[src/rtl/nv_nvdla_hls_mul_prescale_pkg.sv]
// rtl/nv_nvdla_hls_mul_prescale_pkg.sv - shared widths, bypass encoding and width check
package nv_nvdla_hls_mul_prescale_pkg;

    localparam int DEF_IN_WIDTH    = 32;
    localparam int DEF_OP_WIDTH    = 16;
    localparam int DEF_OUT_WIDTH   = 49;
    localparam int DEF_SHIFT_WIDTH = 6;

    typedef enum logic {
        MODE_SCALE  = 1'b0,
        MODE_BYPASS = 1'b1
    } mode_e;

    // The product must fit in the output without truncation.
    function automatic bit width_ok(input int out_w, input int in_w, input int op_w);
        return out_w >= in_w + op_w;
    endfunction

endpackage

[src/rtl/nv_nvdla_hls_pipe_reg.sv]
// rtl/nv_nvdla_hls_pipe_reg.sv - valid/ready register slice with bubble collapse
module nv_nvdla_hls_pipe_reg #(
    parameter int WIDTH = 8
) (
    input  logic             clk,
    input  logic             rst,
    input  logic             up_vld,
    output logic             up_rdy,
    input  logic [WIDTH-1:0] up_data,
    output logic             dn_vld,
    input  logic             dn_rdy,
    output logic [WIDTH-1:0] dn_data
);

    logic             vld;
    logic [WIDTH-1:0] data;

    assign up_rdy  = !vld || dn_rdy;
    assign dn_vld  = vld;
    assign dn_data = data;

    always_ff @(posedge clk or posedge rst) begin
        if (rst) begin
            vld  <= 1'b0;
            data <= '0;
        end else begin
            if (up_rdy) begin
                vld <= up_vld;
            end
            if (up_vld && up_rdy) begin
                data <= up_data;
            end
        end
    end

endmodule

[src/rtl/nv_nvdla_hls_mul_prescale.sv]
// rtl/nv_nvdla_hls_mul_prescale.sv - two-stage signed multiply ahead of shift-round-saturate
module nv_nvdla_hls_mul_prescale
    import nv_nvdla_hls_mul_prescale_pkg::*;
#(
    parameter int IN_WIDTH    = DEF_IN_WIDTH,
    parameter int OP_WIDTH    = DEF_OP_WIDTH,
    parameter int OUT_WIDTH   = DEF_OUT_WIDTH,
    parameter int SHIFT_WIDTH = DEF_SHIFT_WIDTH
) (
    input  logic                   nvdla_core_clk,
    input  logic                   nvdla_core_rst,
    input  logic                   in_pvld,
    output logic                   in_prdy,
    input  logic [IN_WIDTH-1:0]    in_data,
    input  logic [OP_WIDTH-1:0]    in_op,
    input  logic                   cfg_bypass,
    input  logic [SHIFT_WIDTH-1:0] cfg_shift,
    output logic                   out_pvld,
    input  logic                   out_prdy,
    output logic [OUT_WIDTH-1:0]   out_data,
    output logic [SHIFT_WIDTH-1:0] out_shift,
    output logic                   idle
);

    localparam int S1_WIDTH = IN_WIDTH + OP_WIDTH + 1 + SHIFT_WIDTH;
    localparam int S2_WIDTH = OUT_WIDTH + SHIFT_WIDTH;

    if (!width_ok(OUT_WIDTH, IN_WIDTH, OP_WIDTH)) begin : g_width_check
        $error("OUT_WIDTH too narrow for IN_WIDTH+OP_WIDTH product");
    end

    logic                   s1_vld;
    logic                   s1_rdy;
    logic [S1_WIDTH-1:0]    s1_payload;
    logic                   s2_vld;
    logic                   s2_rdy;
    logic [S2_WIDTH-1:0]    s2_payload;
    logic [S2_WIDTH-1:0]    s2_next;

    logic signed [IN_WIDTH-1:0]  s1_data;
    logic signed [OP_WIDTH-1:0]  s1_op;
    logic                        s1_bypass;
    logic [SHIFT_WIDTH-1:0]      s1_shift;
    logic signed [OUT_WIDTH-1:0] s1_result;
    logic [SHIFT_WIDTH-1:0]      s1_result_shift;

    nv_nvdla_hls_pipe_reg #(.WIDTH(S1_WIDTH)) u_s1 (
        .clk     (nvdla_core_clk),
        .rst     (nvdla_core_rst),
        .up_vld  (in_pvld),
        .up_rdy  (s1_rdy),
        .up_data ({in_data, in_op, cfg_bypass, cfg_shift}),
        .dn_vld  (s1_vld),
        .dn_rdy  (s2_rdy),
        .dn_data (s1_payload)
    );

    assign {s1_data, s1_op, s1_bypass, s1_shift} = s1_payload;

    // Operands are sign-extended to the output width first, so the product is exact.
    always_comb begin
        s1_result       = OUT_WIDTH'(s1_data) * OUT_WIDTH'(s1_op);
        s1_result_shift = s1_shift;
        if (mode_e'(s1_bypass) == MODE_BYPASS) begin
            s1_result       = OUT_WIDTH'(s1_data);
            s1_result_shift = '0;
        end
    end

    assign s2_next = {s1_result, s1_result_shift};

    nv_nvdla_hls_pipe_reg #(.WIDTH(S2_WIDTH)) u_s2 (
        .clk     (nvdla_core_clk),
        .rst     (nvdla_core_rst),
        .up_vld  (s1_vld),
        .up_rdy  (s2_rdy),
        .up_data (s2_next),
        .dn_vld  (s2_vld),
        .dn_rdy  (out_prdy),
        .dn_data (s2_payload)
    );

    assign in_prdy                = s1_rdy;
    assign out_pvld               = s2_vld;
    assign {out_data, out_shift}  = s2_payload;
    assign idle                   = !s1_vld && !s2_vld;

endmodule

[config.mk]
export PLATFORM = sky130hd
export DESIGN_NAME = nv_nvdla_hls_mul_prescale
export DESIGN_NICKNAME = d
export VERILOG_FILES = /design/src/rtl/nv_nvdla_hls_mul_prescale_pkg.sv /design/src/rtl/nv_nvdla_hls_pipe_reg.sv /design/src/rtl/nv_nvdla_hls_mul_prescale.sv
export SDC_FILE = /design/constraint.sdc
export NUM_CORES = 2
export LEC_CHECK = 0
export ABC_AREA = 1
export BUFFER_PORTS_ARGS = -buffer_cell sky130_fd_sc_hd__buf_2
export CORE_ASPECT_RATIO = 0.8
export CORE_UTILIZATION = 50
export DETAILED_ROUTE_END_ITERATION = 10
export PLACE_DENSITY_LB_ADDON = 0.25
export SKIP_LAST_GASP = 1
export SYNTH_ARGS = -nofsm -noshare
export SYNTH_HDL_FRONTEND = slang
export SYNTH_HIERARCHICAL = 1
export SYNTH_SLANG_ARGS = --single-unit
[constraint.sdc]
create_clock -name nvdla_core_clk -period 13.5 [get_ports nvdla_core_clk]
set_input_delay 4.05 -clock nvdla_core_clk [delete_from_list [all_inputs] [get_ports nvdla_core_clk]]
set_output_delay 4.05 -clock nvdla_core_clk [all_outputs]
set_load 0.01 [all_outputs]
After elaboration in Yosys (flattened, before gate mapping). Cells that the tools add are included.

Bits in registers: 112. Input bits: 59. Output and inout port bits: 58. Logic and storage cells: 14.

$mul: 1. Mux-type cells: 2. Reductions and logical operators: 7.

Operators by type and width (count): $mux W49 (1); $mul A32 B16 Y48 (1); $mux W6 (1); $logic_and A1 B1 Y1 (3); $logic_not A1 Y1 (2); $logic_or A1 B1 Y1 (2).

Logic depth before layout (Yosys ltp).
Depth in word-level cells: 4. Mapped depth: 31. Depth with buffers taken out: 29.

Modules after synthesis. Netlist, hierarchy kept.

Modules (own cells, without submodules): nv_nvdla_hls_mul_prescale (times used 1, cells each 2892, area each 20287.0 um2, sequential area each 0.0 um2); nv_nvdla_hls_pipe_reg (times used 2, cells each 244, area each 2258.4 um2, sequential area each 1401.3 um2).

Least setup slack after synthesis. OpenSTA, ideal clock, no wires.

Kind: input -> output. From: input out_prdy. To: output in_prdy. Arrival time: 4650 ps. Required time: 9450 ps. Slack: 4800 ps. Stages on the path: 6. Path buffers: 2. Cells stage by stage: inv_2 -> nand2_2 -> buf_2 -> inv_2 -> nand2_2 -> buf_2.

Word-level cells in the longest chain between the ends: 2.

Ends and longest elaborated chain: start, declared (RTL line nv_nvdla_hls_mul_prescale.sv:19) `input logic out_prdy,`; $logic_or A1 B1 Y1 (RTL line nv_nvdla_hls_pipe_reg.sv:18) `assign up_rdy = !vld || dn_rdy;`; named net s2_rdy (RTL line nv_nvdla_hls_mul_prescale.sv:36) `logic s2_rdy;`; $logic_or A1 B1 Y1 (RTL line nv_nvdla_hls_pipe_reg.sv:18); end, declared (RTL line nv_nvdla_hls_mul_prescale.sv:13) `output logic in_prdy,`.

The timed path passes the listed nets, and every way through them passes these cells.

Worst setup path after layout. Ends and elaborated chain as after synthesis.

==> flow_summary.ini <==
[sta]
hold_viol = 0
finalCritPeriodShare_pct = 63.85
rsz0062_at_grt = no
max_freq_mhz = 116.0
slew_headroom_pct = 28.40
worst_slew_pin_slew_ps = 1070
finalSetupTns_ps = 0
clock_skew_ps = 26.22
finalSetupViolations = 0
maxSlewViolCount = 0
post-route-min-period_ps = 8620

[yosys]
synthTopCellsByArea = fa_1, nand2_1, inv_1
synth_cell_types = 33
ys_warn_count = 6
synthesis.nets = 4039
synthesis.area_mm2 = 0.02480
synth_top_area_cell = fa_1
synth_top_area_share_pct = 39.23
seq_area_frac_synth_pct = 11.30
avgSynthCellArea_um2 = 7.338
synthCells = 3380
ys_seq_elements = 112

[routing]
routed_wl_um = 69000
routedWlPerCell_um = 17.19
antenna_left = 0
route.detailed.drc = 0
drt_pre_antenna_iters = 6
vias = 20210
drt_iter0_drc = 1837
vias_per_cell = 5.036

[critical_path]
endpoint = in_prdy
crit_fanout = 3
timing.rr.end = u_s2/dn_data[53]$_DFFE_PP0P_
worstPathArrival_ps = 4570
crit_start = out_prdy
startpoint_type = input port
r2r_slack_ps = 6820
reg2reg_depth = 24
required_ps = 9450
r2r-start = u_s1/dn_data[54]$_DFFE_PP0P_
crit_path_end_kind = output pin
critPathKind = in -> out

[grt]
antenna_found_initial = 1
grtUsageTotal_pct = 29.26
grt_max_degree = 58
grt_pass1_vias = 20840
grt_first_pass_wirelength_um = 114700
grt_overflow_total = 0

[floorplan]
coreArea_mm2 = 0.04865
die_h_um = 201.2
die-area_mm2 = 0.05051
num_rows = 72
io_pins = 117
die_x_um = 251.0
initial_core_util_pct = 50.99

[clock_network]
post_cts_resize_count = 0
cts_tree = yes
post-cts-setup-buffers = 0
holdBufCountCts = 0
worstSkewPairLatency_ps = 400
cts.sinks = 112
numCtsBuffers = 9
cts-root-buf = clkbuf_16
cts.htree.levels = 3
cts_buffer_depth = 2
clk_pin_slew_ps = 70

[cells_and_area]
regArea_mm2 = 0.002810
diodes = 0
stdcell_count = 4013
syn_to_final_growth_pct = 4.560
multiInputGateArea_mm2 = 0.01776
layout_commonest_cell = nand2_1
drive_above_1_share_pct = 6.974
layout_common_cells = nand2_1, inv_1, fa_1, nand3_1, buf_2
nets = 4038
fillCellCount = 4768

[job]
drv_cap = 0

[place]
gp_congestion = 0.9861
portBuffers = 116
placed_cells = 3997
dp_hpwl_um = 53660

[min_path]
hold_path.class = reg -> reg
min_from = u_s1/dn_data[2]$_DFFE_PP0P_

[run_status]
status = completed
==> cell type report <==
| class | instances | share of cell area (%) |
|---|---|---|
| multi-input cells | 2181 | 68.47 |
| well taps | 629 | 3.035 |
| repair buffers | 145 | 3.078 |
| clock buffers | 12 | 0.9890 |
| clock inverters | 4 | 0.1303 |
| flip-flops and latches | 112 | 10.84 |
| inverters | 930 | 13.46 |
==> logic make-up (layout without fill, tap and decap cells) <==
kind of cell / Yosys count / count (layout) / share of synthesized area [%]
buffers and inverters: 1087 / 1091 / 17.11
adder cells (fa/ha/maj): 600 / 600 / 44.98
flip-flops: 112 / 112 / 11.30
AND/OR/NAND/NOR: 1507 / 1507 / 24.82
XOR/XNOR: 12 / 12 / 0.4237
AO/OA/AOI/OAI: 62 / 62 / 1.377
==> per-layer routing <==
layer	global-route usage (%)	vias to the layer above	part of all wire, %	wire (um)
met5	0	-	0	0
met4	6.729	0	2.3	1617
met3	4.942	95	9.0	6219
met2	45.59	819	44	30620
met1	42.74	9791	44	30540
li1	-	9503	-	-
==> stage by stage <==
stage,area (um2),hold WS (ps),utilization [%],setup WS [ps]
global placement,25640,450.7,52.72,4871
global route,25930,495.3,53.31,4843
CTS,25930,475.4,53.31,4872
detailed placement,25640,455.9,52.72,4872
finish,25930,472.7,53.31,4880
floorplan,24800,436.6,-,4800
==> worst max-delay path, stage by stage <==
cell     delay, ps
buf_2          100
inv_2           40
nand2_2         70
inv_2           70
nand2_2         80
buf_2          150
==> synthesized netlist by cell type <==
library cell  number
nand2b_1           1
o21ai_1            6
buf_6             12
nand2_2           13
clkinv_1           3
inv_2             11
a21oi_1           32
nand3_2            4
fa_1             486
or2_2             10
ha_1             114
nand4_1           12
xnor2_1            7
inv_1            916
nor2_2            20
nor3_2             5
nand3_1          187
or2_1              9
and2_1             1
clkbuf_1         117
a21oi_2            3
buf_2             13
nor3_1             3
nand3b_1           8
xor2_1             5
nand2_1         1129
o21ai_0           13
buf_4             15
o21bai_1           8
dfrtp_1          112
and3_1             1
nor2_4             1
nor2_1           103
==> state kept, by name (all words and copies together), names as in the netlist <==
signal,cells
u_s2/dn_data,55
u_s2/dn_vld,1
u_s1/dn_data,55
u_s1/dn_vld,1
==> worst min path at each step <==
stage / end / slack [ps] / cells after the start
3_3_place_gp: u_s2/dn_data[1]$_DFFE_PP0P_ / 450 / 2
4_1_cts: u_s2/dn_data[54]$_DFFE_PP0P_ / 480 / 2
3_5_place_dp: u_s2/dn_data[54]$_DFFE_PP0P_ / 460 / 2
5_1_grt: u_s2/dn_data[4]$_DFFE_PP0P_ / 500 / 2
6_report: u_s1/dn_data[2]$_DFFE_PP0P_ / 470 / 2
2_1_floorplan: u_s1/dn_data[6]$_DFFE_PP0P_ / 440 / 2
Power is left out: the tool's default activity adds up to more than one toggle a clock period on the data nets, which glitch-free logic cannot reach.
